## config.mk

```make
export PLATFORM = sky130hd
export DESIGN_NAME = truth_table_sweeper
export DESIGN_NICKNAME = d
export VERILOG_FILES = /design/src/rtl/ddco_pkg.sv /design/src/rtl/truth_table_sweeper_settle_counter.sv /design/src/rtl/truth_table_sweeper.sv
export SDC_FILE = /design/constraint.sdc
export NUM_CORES = 1
export LEC_CHECK = 0
export CAP_MARGIN = 0
export CORE_MARGIN = 3
export CORE_UTILIZATION = 30
export DETAILED_ROUTE_END_ITERATION = 12
export PLACE_DENSITY = 0.53
export SKIP_LAST_GASP = 1
export SLEW_MARGIN = 20
export SYNTH_ARGS = -nofsm -noshare
export SYNTH_HDL_FRONTEND = slang
export SYNTH_SLANG_ARGS = --single-unit
```

## constraint.sdc

```tcl
create_clock -name clk -period 1.9 [get_ports clk]
set_input_delay 0.38 -clock clk [delete_from_list [all_inputs] [get_ports clk]]
set_output_delay 0.38 -clock clk [all_outputs]
set_load 0.005 [all_outputs]
```

## src/rtl/ddco_pkg.sv

```systemverilog
// Shared definitions for the truth-table sweeper.
// Contents:
//   state_t     sweep FSM states (IDLE, HOLD, SAMPLE, DONE)
//   MAX_INPUTS  largest supported driven input width
//   MAX_SETTLE  largest supported settle-cycle count
//   CNT_W       width of the settle counter, sized to hold MAX_SETTLE
//   mask_width  number of minterm bits for a given input count
package ddco_pkg;

  typedef enum logic [1:0] {
    IDLE   = 2'd0,
    HOLD   = 2'd1,
    SAMPLE = 2'd2,
    DONE   = 2'd3
  } state_t;

  localparam int MAX_INPUTS = 6;
  localparam int MAX_SETTLE = 255;
  localparam int CNT_W      = $clog2(MAX_SETTLE + 1);

  // One minterm bit per input combination.
  function automatic int mask_width(input int n_inputs);
    return 32'sd1 << n_inputs;
  endfunction

endpackage

```

## src/rtl/truth_table_sweeper_settle_counter.sv

```systemverilog
// settle_counter: loadable down-counter that times the settle window per code.
// Ports:
//   clk         rising-edge clock
//   rst         synchronous active-high reset (count cleared)
//   load        load load_value this cycle (takes priority over dec)
//   load_value  value to load
//   dec         decrement by one; saturates at zero
//   zero        high while the count is zero
module settle_counter
  import ddco_pkg::*;
(
  input  logic             clk,
  input  logic             rst,
  input  logic             load,
  input  logic [CNT_W-1:0] load_value,
  input  logic             dec,
  output logic             zero
);

  logic [CNT_W-1:0] count_r;

  // Count register: load, saturating decrement, or hold.
  always_ff @(posedge clk) begin
    if (rst) begin
      count_r <= {CNT_W{1'b0}};
    end else if (load) begin
      count_r <= load_value;
    end else if (dec && (count_r != {CNT_W{1'b0}})) begin
      count_r <= count_r - CNT_W'(1);
    end else begin
      count_r <= count_r;
    end
  end

  assign zero = (count_r == {CNT_W{1'b0}});

endmodule

```

## src/rtl/truth_table_sweeper.sv

```systemverilog
// truth_table_sweeper: walks every input code of an external combinational
// function, waits a settle window per code, samples the function output and
// returns the captured minterm mask (bit k = f(k)).
// Parameters:
//   N_INPUTS       driven input width, 1..6; mask is 2**N_INPUTS bits
//   SETTLE_CYCLES  extra hold cycles per code before sampling, 0..255
// Ports:
//   clk       rising-edge clock
//   rst       synchronous active-high reset
//   start     sweep request, accepted only while idle
//   y_in      output of the function under test (synchronous to clk)
//   bcd_out   driven input code, MSB = first function input
//   busy      high from the cycle after start acceptance until done
//   done      one-cycle pulse when minterms is valid
//   minterms  captured mask
// Optional build macro MISMATCH_CHECK_EN adds:
//   expected  reference mask, sampled on start acceptance
//   mismatch  registered (minterms != expected), set with done, held until
//             the next accepted start or rst
module truth_table_sweeper
  import ddco_pkg::*;
#(
  parameter int N_INPUTS      = 3,
  parameter int SETTLE_CYCLES = 1
) (
  input  logic                     clk,
  input  logic                     rst,
  input  logic                     start,
  input  logic                     y_in,
  output logic [N_INPUTS-1:0]      bcd_out,
  output logic                     busy,
  output logic                     done,
`ifdef MISMATCH_CHECK_EN
  input  logic [(2**N_INPUTS)-1:0] expected,
  output logic                     mismatch,
`endif
  output logic [(2**N_INPUTS)-1:0] minterms
);

  localparam int                  MASK_W   = mask_width(N_INPUTS);
  localparam logic [N_INPUTS-1:0] IDX_LAST = {N_INPUTS{1'b1}};

  state_t              state_r, state_next;
  logic [N_INPUTS-1:0] idx_r, idx_next;
  logic                busy_r, busy_next;
  logic                done_r, done_next;
  logic [MASK_W-1:0]   mask_r, mask_next;
  logic                cnt_load_s, cnt_dec_s, cnt_zero_s;
`ifdef MISMATCH_CHECK_EN
  logic [MASK_W-1:0]   expected_r, expected_next;
  logic                mismatch_r, mismatch_next;
`endif

  settle_counter u_settle (
    .clk        (clk),
    .rst        (rst),
    .load       (cnt_load_s),
    .load_value (CNT_W'(SETTLE_CYCLES)),
    .dec        (cnt_dec_s),
    .zero       (cnt_zero_s)
  );

  // Next-state and next-register values for the sweep FSM.
  always_comb begin
    state_next = state_r;
    idx_next   = idx_r;
    busy_next  = busy_r;
    done_next  = 1'b0;
    mask_next  = mask_r;
    cnt_load_s = 1'b0;
    cnt_dec_s  = 1'b0;
`ifdef MISMATCH_CHECK_EN
    expected_next = expected_r;
    mismatch_next = mismatch_r;
`endif
    case (state_r)
      IDLE: begin
        if (start) begin
          state_next = HOLD;
          idx_next   = {N_INPUTS{1'b0}};
          busy_next  = 1'b1;
          mask_next  = {MASK_W{1'b0}};
          cnt_load_s = 1'b1;
`ifdef MISMATCH_CHECK_EN
          expected_next = expected;
          mismatch_next = 1'b0;
`endif
        end else begin
          state_next = IDLE;
        end
      end
      HOLD: begin
        // The counter was loaded on entry, so HOLD spans SETTLE_CYCLES+1 cycles.
        if (cnt_zero_s) begin
          state_next = SAMPLE;
        end else begin
          cnt_dec_s = 1'b1;
        end
      end
      SAMPLE: begin
        mask_next[idx_r] = y_in;
        // Terminal code is checked before incrementing so idx never wraps.
        if (idx_r == IDX_LAST) begin
          state_next = DONE;
          busy_next  = 1'b0;
          done_next  = 1'b1;
`ifdef MISMATCH_CHECK_EN
          mismatch_next = (mask_next != expected_r);
`endif
        end else begin
          state_next = HOLD;
          idx_next   = idx_r + N_INPUTS'(1);
          cnt_load_s = 1'b1;
        end
      end
      DONE: begin
        state_next = IDLE;
      end
      default: begin
        state_next = IDLE;
        busy_next  = 1'b0;
      end
    endcase
  end

  // FSM state and all output-facing registers.
  always_ff @(posedge clk) begin
    if (rst) begin
      state_r <= IDLE;
      idx_r   <= {N_INPUTS{1'b0}};
      busy_r  <= 1'b0;
      done_r  <= 1'b0;
      mask_r  <= {MASK_W{1'b0}};
`ifdef MISMATCH_CHECK_EN
      expected_r <= {MASK_W{1'b0}};
      mismatch_r <= 1'b0;
`endif
    end else begin
      state_r <= state_next;
      idx_r   <= idx_next;
      busy_r  <= busy_next;
      done_r  <= done_next;
      mask_r  <= mask_next;
`ifdef MISMATCH_CHECK_EN
      expected_r <= expected_next;
      mismatch_r <= mismatch_next;
`endif
    end
  end

  assign bcd_out  = idx_r;
  assign busy     = busy_r;
  assign done     = done_r;
  assign minterms = mask_r;
`ifdef MISMATCH_CHECK_EN
  assign mismatch = mismatch_r;
`endif

endmodule

```

After elaboration in Yosys (flattened, before gate mapping)
Cells that the tools add are included.
Operators by class
  $add $sub $neg: 2
  $lt $le $gt $ge: 2
  eq/ne operators: 8
  mux-type cells: 23
  bitwise gates (word level): 1
  reduce and logical (&&, ||, !) cells: 12
Operator list (number)
  8-bit one-hot mux with 2 select lines: 1
  1-bit two-way mux: 11
  8-bit bitwise mux: 1
  8-bit logical NOT: 1
  8-bit two-way mux: 1
  2-bit != test, second input constant: 4
  2-bit one-hot mux with 4 select lines: 1
  8-bit nonzero test: 1
  8-bit by 1-bit subtractor with 8-bit output, second input constant: 1
  3-bit two-way mux: 2
  3-bit one-hot mux with 2 select lines: 1
  3-bit AND reduction: 2
  2-bit == test, second input constant: 2
  3-bit by 4-bit less-than comparator with 1-bit output, second input constant: 1
  2-bit two-way mux: 2
  1-bit one-hot mux with 2 select lines: 2
  2-bit nonzero test: 2
  2-bit OR reduction: 2
  3-bit by 1-bit adder with 3-bit output, second input constant: 1
  1-bit demux with 3-bit select: 1
  3-bit == test, second input constant: 1
  3-bit by 1-bit >= comparator with 1-bit output, second input constant: 1
  2-bit by 1-bit == test with 1-bit output, second input constant: 1
  1-bit logical AND: 2
  3 further kinds: 3
Word-level totals
  register bits after elaboration: 23
  input bits: 4
  output and inout port bits: 13
  word-level logic and storage cells: 55

Longest topological paths before layout
Gate-level depths: netlist of the first run.
  depth after elaboration: 6
  mapped depth: 6
  gate-level depth less buffers: 5

Modules after synthesis
A second synthesis of the first run with hierarchy kept.
Unflattened totals
  cell total of the unflattened synthesis: 151
  area, all modules: 1332.5 um^2
Modules (own cells, without submodules)
  truth_table_sweeper: instances 1, cells an instance 92, area an instance 817.0 um^2, seq. area each 300.3 um^2
  settle_counter: instances 1, cells an instance 59, area an instance 515.5 um^2, seq. area each 160.2 um^2

Worst setup path before layout of the first run
No wires, ideal clock.
  path kind: flip-flop to flip-flop
  from: reg u_settle.count_r[2]
  to: reg u_settle.count_r[7]
  library setup time: 0.070 ns
  data arrival time: 1.588 ns
  required time: 1.830 ns
  setup slack: 0.242 ns
  stages on the path, launching flop included: 5
  buffers on the path: 1
  period minus slack after synthesis: 1.658 ns
  path through: dfxtp_1 or4_1 buf_2 or4b_1 a21oi_1
Between the ends
  longest elaborated chain between the ends: 4
  elaborated cells on any way between the ends: 6
  those cells by class: add/sub (1); mux (2); reduce/logical (3)
Ends and longest elaborated chain
  start, declared: RTL line truth_table_sweeper_settle_counter.sv:20  | logic [CNT_W-1:0] count_r;
  start signal, assigned: RTL line truth_table_sweeper_settle_counter.sv:25  | count_r <= {CNT_W{1'b0}};
  start signal, assigned: RTL line truth_table_sweeper_settle_counter.sv:27  | count_r <= load_value;
  start signal, assigned: RTL line truth_table_sweeper_settle_counter.sv:29  | count_r <= count_r - CNT_W'(1);
  parallel branches: the longest is 4 deep, another holds 8-bit by 1-bit subtractor with 8-bit output
Several ways; the timed one is not identified.
A chain may end at the register's enable or synchronous reset.

Worst setup path after layout of the first run
  from: reg state_r[1]
  to: reg u_settle.count_r[7]
Between the ends
  longest elaborated chain between the ends: 3
  elaborated cells on any way between the ends: 7
  those cells by class: eq/ne (2); mux (2); reduce/logical (3)
Ends and longest elaborated chain
  start, declared: RTL line truth_table_sweeper.sv:43  | state_t state_r, state_next;
  start signal, assigned: RTL line truth_table_sweeper.sv:139  | state_r <= state_next;
  2-bit == test (tied with other cells): RTL line truth_table_sweeper.sv:76  | case (state_r)
  1-bit one-hot mux with 2 select lines or 1-bit two-way mux (tied branches): RTL line truth_table_sweeper.sv:76
  2-bit OR reduction (no source line) or 1-bit logical AND (tied branches)
  end signal, assigned: RTL line truth_table_sweeper_settle_counter.sv:27
  end signal, assigned: RTL line truth_table_sweeper_settle_counter.sv:29
  end signal, assigned: RTL line truth_table_sweeper_settle_counter.sv:31  | count_r <= count_r;
Several ways; a longest one is shown, not always the timed one.

==> results of run 1 <==
## kinds of logic (layout without fill, tap and decap cells)
kind of cell             after synthesis  after routing
AO/OA/AOI/OAI                         50             50
AND/OR/NAND/NOR                       52             52
flip-flops                            23             23
multiplexers                           3              3
buffers and inverters                 14             35
adder cells (fa/ha/maj)                4              4
## registers in the layout, indices dropped and copies added (netlist names)
signal and cells:
bcd_out 3, busy 1, done 1, minterms 8, state_r 2, u_settle.count_r 8
## cells in the final DEF (no fill, tap or decap), types with 3 or more instances in the layout
cell type        count
o21bai_1             3
clkdlybuf4s50_1     16
mux2i_1              3
nand3b_1             3
nand2_1              3
or3b_2               3
inv_1                3
a21oi_1             18
or4_1                3
nand3_1              7
o21ai_0             13
nand2b_1             3
nor2b_1              8
ha_1                 4
clkbuf_8             3
dfxtp_1             23
nor2_1               6
buf_4               12
a211oi_1             3
o211ai_1             8
## final cells by class
class,count,area share
Inverter,3,0.00731
Tap cell,48,0.0390
Multi-Input combinational cell,109,0.463
Timing Repair Buffer,28,0.162
Sequential cell,23,0.299
Clock buffer,4,0.0292
## stage by stage
stage / total power [uW] / setup WS, ns
after floorplan: 874 / 0.242
after global placement: 998 / 0.102
after detailed placement: 1010 / 0.0693
after CTS: 1320 / 0.211
after global routing: 1400 / 0.104
final: 1310 / 0.227
## power by group through the flow
stage	Clock [uW]	Combinational [uW]	Sequential (uW)
after detailed placement	0	440	570
after CTS	318	443	559
after global placement	0	429	569
after global routing	331	498	568
after floorplan	0	306	568
final	307	444	560
## routing by layer
metal	up-vias	track usage
met3	4	0.0273
met5	-	0
met2	21	0.180
li1	591	-
met4	0	0.0362
met1	556	0.174
## worst max-delay path: cells and delay by family, from the launching register on
family	cells	cell delay, ns
AOI/OAI and AO/OA	1	0.14
and+or+nand+nor	2	1.09
DFF	1	0.38
## path summary, 6_finish.rpt
check,start,to,slack (ns)
max,state_r[1]$_SDFFE_PP0P_,u_settle.count_r[7]$_SDFFE_PP0P_,0.23
min,minterms[5]$_SDFFE_PP0P_,minterms[5]$_SDFFE_PP0P_,0.50
max reg2reg,state_r[1]$_SDFFE_PP0P_,u_settle.count_r[7]$_SDFFE_PP0P_,0.23
min reg2reg,minterms[5]$_SDFFE_PP0P_,minterms[5]$_SDFFE_PP0P_,0.50
==> reports/results.ini, run 1 <==
[power]
pwr_density_cell_nw_per_um2=852
p_leak_uw=0.000544
pwr-share-seq=0.427
p_int_uw=880
switchingPower_uw=432
vdd_ir_drop_max_mv=0.311
p_sw_frac=0.329
p_clk_frac=0.234
p_comb_frac=0.339

[outcome]
status=finished, final reports clean

[clock_network]
numCtsBuffers=3
tritoncts=built
post_cts_buffers=0
clkSlewWorstSetupHoldPaths_ns=0.09
root_buffer=clkbuf_8
clk_latency_ns=0.27
clockBufferDepth=2
cts_max_level=1
cts_num_sinks=23
cts_hold_buf=0
post_cts_resized=0

[timing]
slew_headroom=0.588
fin_crit_ns=1.67
worst_clock_skew_ns=0.0113
rsz0062_at_grt=no
maxSlewViolCount=0
finalCritPeriodShare=0.881
hold_slack_ns=0.496
fin_setup_tns_ns=0
setup_viol=0
finalHoldViolCount=0
worst_pin_slew_ns=0.617
fmax_mhz=598

[final_layout]
finalCoreUtilization=0.405
finalNonFillerCells=215
diodes=0
design_area_um2=1540
drive_gt1_frac=0.114
syn_to_final_growth_pct=25.5
nets=176
seqCellArea_um2=460
n_fill_cell=385
multi_input_area_um2=713

[placed_design]
dpl.hpwl_um=2080
placed_area_um2=1500
io_buffers=16
globalplace.congestion=0.825
placed_cells=211

[yosys]
yosys_register_bits=23
synth_edf_count=0
netlist.area_leader.share=0.375
synth_warnings=0
yosysMostFrequentCell=dfxtp_1
syn_inst=146
synth-simple-area-share=0.267
ys.flop_type=dfxtp_1
async_reset_ff_frac=0
synth_xor_area_frac=0
synth.distinct_cells=35
synth-seq-area-share=0.375
synthTopCellsByCount=23 x dfxtp_1, 18 x a21oi_1, 13 x o21ai_0
synth_compound_area_frac=0.249
synth_nets=154
synth_area_leaders=dfxtp_1 38%, a21oi_1 7.3%, o21ai_0 5.3%, o211ai_1 4.9%, ha_1 4.1%
avgSynthCellArea_um2=8.41
synth_area_um2=1230
synthMuxAreaShare=0.0245
synthAdderAreaFrac=0.0408
yosysTopAreaCell=dfxtp_1
synth_top_family_by_area=simple AND/OR/NAND/NOR gates

[setup_path]
worst_path_largest_cell_delay_ns=0.59
path_cells=or4b_1, or4b_1, a21oi_1
crit_type=reg2reg
worstSetupEndpointType=flip-flop
rr_worst_depth=3
cp_common_cell=or4b_1
crit_path_top_delay_cell=or4b_1
cp.arrival_ns=1.88
path_max_fanout=9
cp.required_ns=2.11
start_kind=flip-flop

[floorplanning]
initial_utilization=0.323
die_width_um=70.0
fp.dieArea_um2=4900
io_pins=17
std_cell_rows=22
die_y_um=70.0
coreArea_um2=3800

[job]
drv_cap=0

[routing]
wl_met2_um=1320
routed-via-count=1172
route.met3.wl_um=105
via_per_inst=5.45
wl_met1_um=1410
wl_per_cell_um=13.3
routed.top_layer=met4
drcViolationCount=0
drt_iter0_drc=28
drtAntennaViolNets=0
drt_wl_total_um=2870
first_pass_iters=4

[global_route]
antenna_found_initial=0
grt_pass1_vias=1092
grt_use_total=0.121
grt_overflow_total=0
grt_pass1_wl_um=5040
grt_start_max_net_pins=16

[worst_hold_path]
hold_path_depth=2
hp-class=reg2reg

No activity file was read; power rests on OpenSTA's default activity.
==> run 2, diff against run 1 <==
--- a/config.mk
+++ b/config.mk
@@ -8,8 +8,10 @@
 export CAP_MARGIN = 0
 export CORE_MARGIN = 3
 export CORE_UTILIZATION = 30
+export CTS_CLUSTER_DIAMETER = 40
 export DETAILED_ROUTE_END_ITERATION = 12
-export PLACE_DENSITY = 0.53
+export DONT_BUFFER_PORTS = 1
+export PLACE_DENSITY = 0.48
 export SKIP_LAST_GASP = 1
 export SLEW_MARGIN = 20
 export SYNTH_ARGS = -nofsm -noshare
==> run 2 against run 1 <==
  * Sequential power rose by 1%
  * Die area unchanged
  * Critical path type unchanged
  * Cell area decreased by 12%
  * Clock power grew 3%
  * Sequential share of layout area up 4.2 points
  * Combinational power decreased by 9.9%
  * Power shrank 2.1%
  * Routed wire length grew 0.49%
  * Non-clock buffer count down 20
  * Critical path depth unchanged
==> reports/results.ini, run 2 (synthesis gave the netlist of run 1 again) <==
[power]
switchingPower_uw=430  ; was 432 uW
pwr_density_cell_nw_per_um2=951  ; was 852 nW/um^2
vdd_ir_drop_max_mv=0.354  ; was 0.311 mV
p_leak_uw=0.000467  ; was 0.000544 uW
p_int_uw=854  ; was 880 uW
p_clk_frac=0.247  ; was 0.234
p_comb_frac=0.312  ; was 0.339
p_sw_frac=0.335  ; was 0.329
pwr-share-seq=0.441  ; was 0.427

[routing]
drtAntennaViolNets=0  ; unchanged
drcViolationCount=0  ; unchanged
first_pass_iters=4  ; unchanged
via_per_inst=5.53  ; was 5.45
wl_per_cell_um=14.8  ; was 13.3 um
routed-via-count=1078  ; was 1172
drt_iter0_drc=48  ; was 28
drt_wl_total_um=2880  ; was 2870 um

[timing]
rsz0062_at_grt=no  ; unchanged
slew_headroom=0.584  ; was 0.588
maxSlewViolCount=0  ; unchanged
worst_clock_skew_ns=0.00163  ; was 0.0113 ns
setup_viol=0  ; unchanged
worst_pin_slew_ns=0.622  ; was 0.617 ns
fin_setup_tns_ns=0  ; unchanged
finalHoldViolCount=0  ; unchanged
finalCritPeriodShare=0.934  ; was 0.881
fin_crit_ns=1.77  ; was 1.67 ns
fmax_mhz=564  ; was 598 MHz
setup_slack_ns=0.126  ; was 0.227 ns

[setup_path]
path_max_fanout=7  ; was 9
cp.arrival_ns=1.97  ; was 1.88 ns
cp.required_ns=2.10  ; was 2.11 ns
cp-endpoint=u_settle.count_r[7]$_SDFFE_PP0P_  ; unchanged
crit_path_top_delay_cell=or4_1  ; was or4b_1
critical_path_buf_inv_count=0  ; unchanged
rr_worst_depth=3  ; unchanged
r2r_end=u_settle.count_r[7]$_SDFFE_PP0P_  ; unchanged
worstSetupEndpointType=flip-flop  ; unchanged
r2r_slack_ns=0.13  ; was 0.23 ns
cp_top_family=simple AND/OR/NAND/NOR gates  ; unchanged
worst_path_largest_cell_delay_ns=0.65  ; was 0.59 ns
start_kind=flip-flop  ; unchanged
path_cells=or4_1, or4b_1, a21oi_1  ; was or4b_1, or4b_1, a21oi_1
cp.depth=3  ; unchanged
r2r-start=u_settle.count_r[2]$_SDFFE_PP0P_  ; was state_r[1]$_SDFFE_PP0P_
critical_path.startpoint=u_settle.count_r[2]$_SDFFE_PP0P_  ; was state_r[1]$_SDFFE_PP0P_
crit_type=reg2reg  ; unchanged

[placed_design]
globalplace.congestion=0.765  ; was 0.825
io_buffers=0  ; was 16
pre_cts_slack_ns=0.144  ; was 0.0693 ns
dpl.hpwl_um=2100  ; was 2080 um

[global_route]
grt_start_max_net_pins=26  ; was 16
grt_use_total=0.122  ; was 0.121
grt_overflow_total=0  ; unchanged
grt_pass1_wl_um=4880  ; was 5040 um
grt_pass1_vias=995  ; was 1092
antenna_found_initial=0  ; unchanged

[floorplanning]
initial_utilization=0.323  ; unchanged
fp.dieArea_um2=4900  ; unchanged
io_pins=17  ; unchanged
std_cell_rows=22  ; unchanged
coreArea_um2=3800  ; unchanged
die_width_um=70.0  ; unchanged
die_y_um=70.0  ; unchanged

[outcome]
status=finished, final reports clean  ; unchanged

[final_layout]
final_common_cell=dfxtp_1  ; unchanged
n_fill_cell=414  ; was 385
seqCellArea_um2=460  ; unchanged
final_cell_mix=23 x dfxtp_1, 18 x a21oi_1, 13 x o21ai_0  ; was 23 x dfxtp_1, 18 x a21oi_1, 16 x clkdlybuf4s50_1
nets=156  ; was 176
multi_input_area_um2=713  ; unchanged
syn_to_final_growth_pct=9.99  ; was 25.5%
diodes=0  ; unchanged
drive_gt1_frac=0.102  ; was 0.114

[worst_hold_path]
hp-class=in2reg  ; was reg2reg
hold_path_depth=1  ; was 2

[clock_network]
post_cts_resized=0  ; unchanged
cts_hold_buf=0  ; unchanged
tritoncts=built  ; unchanged
clkSlewWorstSetupHoldPaths_ns=0.09  ; about the same
root_buffer=clkbuf_8  ; unchanged
clockBufferDepth=2  ; unchanged
cts_max_level=1  ; unchanged
clk_latency_ns=0.27  ; about the same
numCtsBuffers=3  ; unchanged
cts_num_sinks=23  ; unchanged
post_cts_buffers=0  ; unchanged

[job]
drv_cap=0  ; unchanged

[run 2: cell types whose count changed in the layout (fill, tap and decap cells not counted)]
cell	change
clkdlybuf4s50_1	-16
buf_4	-4
[run 2: how the worst min path moves through the flow]
| stage | startpoint | slack [ns] | end |
|---|---|---|---|
| finish | rst | 0.17 | busy$_SDFFE_PP0P_ |
| global route | rst | 0.16 | minterms[0]$_SDFFE_PP0P_ |
| CTS | rst | 0.16 | state_r[0]$_SDFFE_PP0P_ |
| detailed placement | rst | 0.46 | bcd_out[1]$_SDFFE_PP0P_ |
| global placement | rst | 0.45 | busy$_SDFFE_PP0P_ |
| floorplan | u_settle.count_r[5]$_SDFFE_PP0P_ | 0.46 | u_settle.count_r[5]$_SDFFE_PP0P_ |
[run 2: cell type report]
cell class / instances / area share
Clock buffer: 4 / 0.0334
Inverter: 3 / 0.00834
Multi-Input combinational cell: 109 / 0.528
Sequential cell: 23 / 0.341
Tap cell: 48 / 0.0445
Timing Repair Buffer: 8 / 0.0445
[run 2: per-stage QoR]
| step | hold slack [ns] | util | cell area [um^2] | total power (uW) | cells |
|---|---|---|---|---|---|
| 6_report | 0.174 | 0.355 | 1350 | 1280 | 195 |
| 5_1_grt | 0.159 | 0.355 | 1350 | 1370 | 195 |
| 4_1_cts | 0.161 | 0.355 | 1350 | 1300 | 195 |
| 3_5_place_dp | 0.456 | 0.344 | 1310 | 979 | 191 |
| 3_3_place_gp | 0.454 | 0.344 | 1310 | 961 | 191 |
| 2_1_floorplan | 0.464 | - | 1230 | 874 | 146 |
[run 2: layer usage]
metal	wire length (um)	GRT usage	vias to the layer above	share of wire
met3	120	0.0403	2	0.042
met4	10	0.0255	0	0.0035
met2	1340	0.196	16	0.47
li1	-	-	545	-
met1	1410	0.158	515	0.49
met5	0	0	-	0
[run 2: power groups by stage]
stage	registers [uW]	logic (uW)	clock network, uW
after floorplan	568	306	0
after global placement	574	387	0
after detailed placement	577	401	0
after CTS	567	403	333
after global routing	576	454	342
final	567	400	317
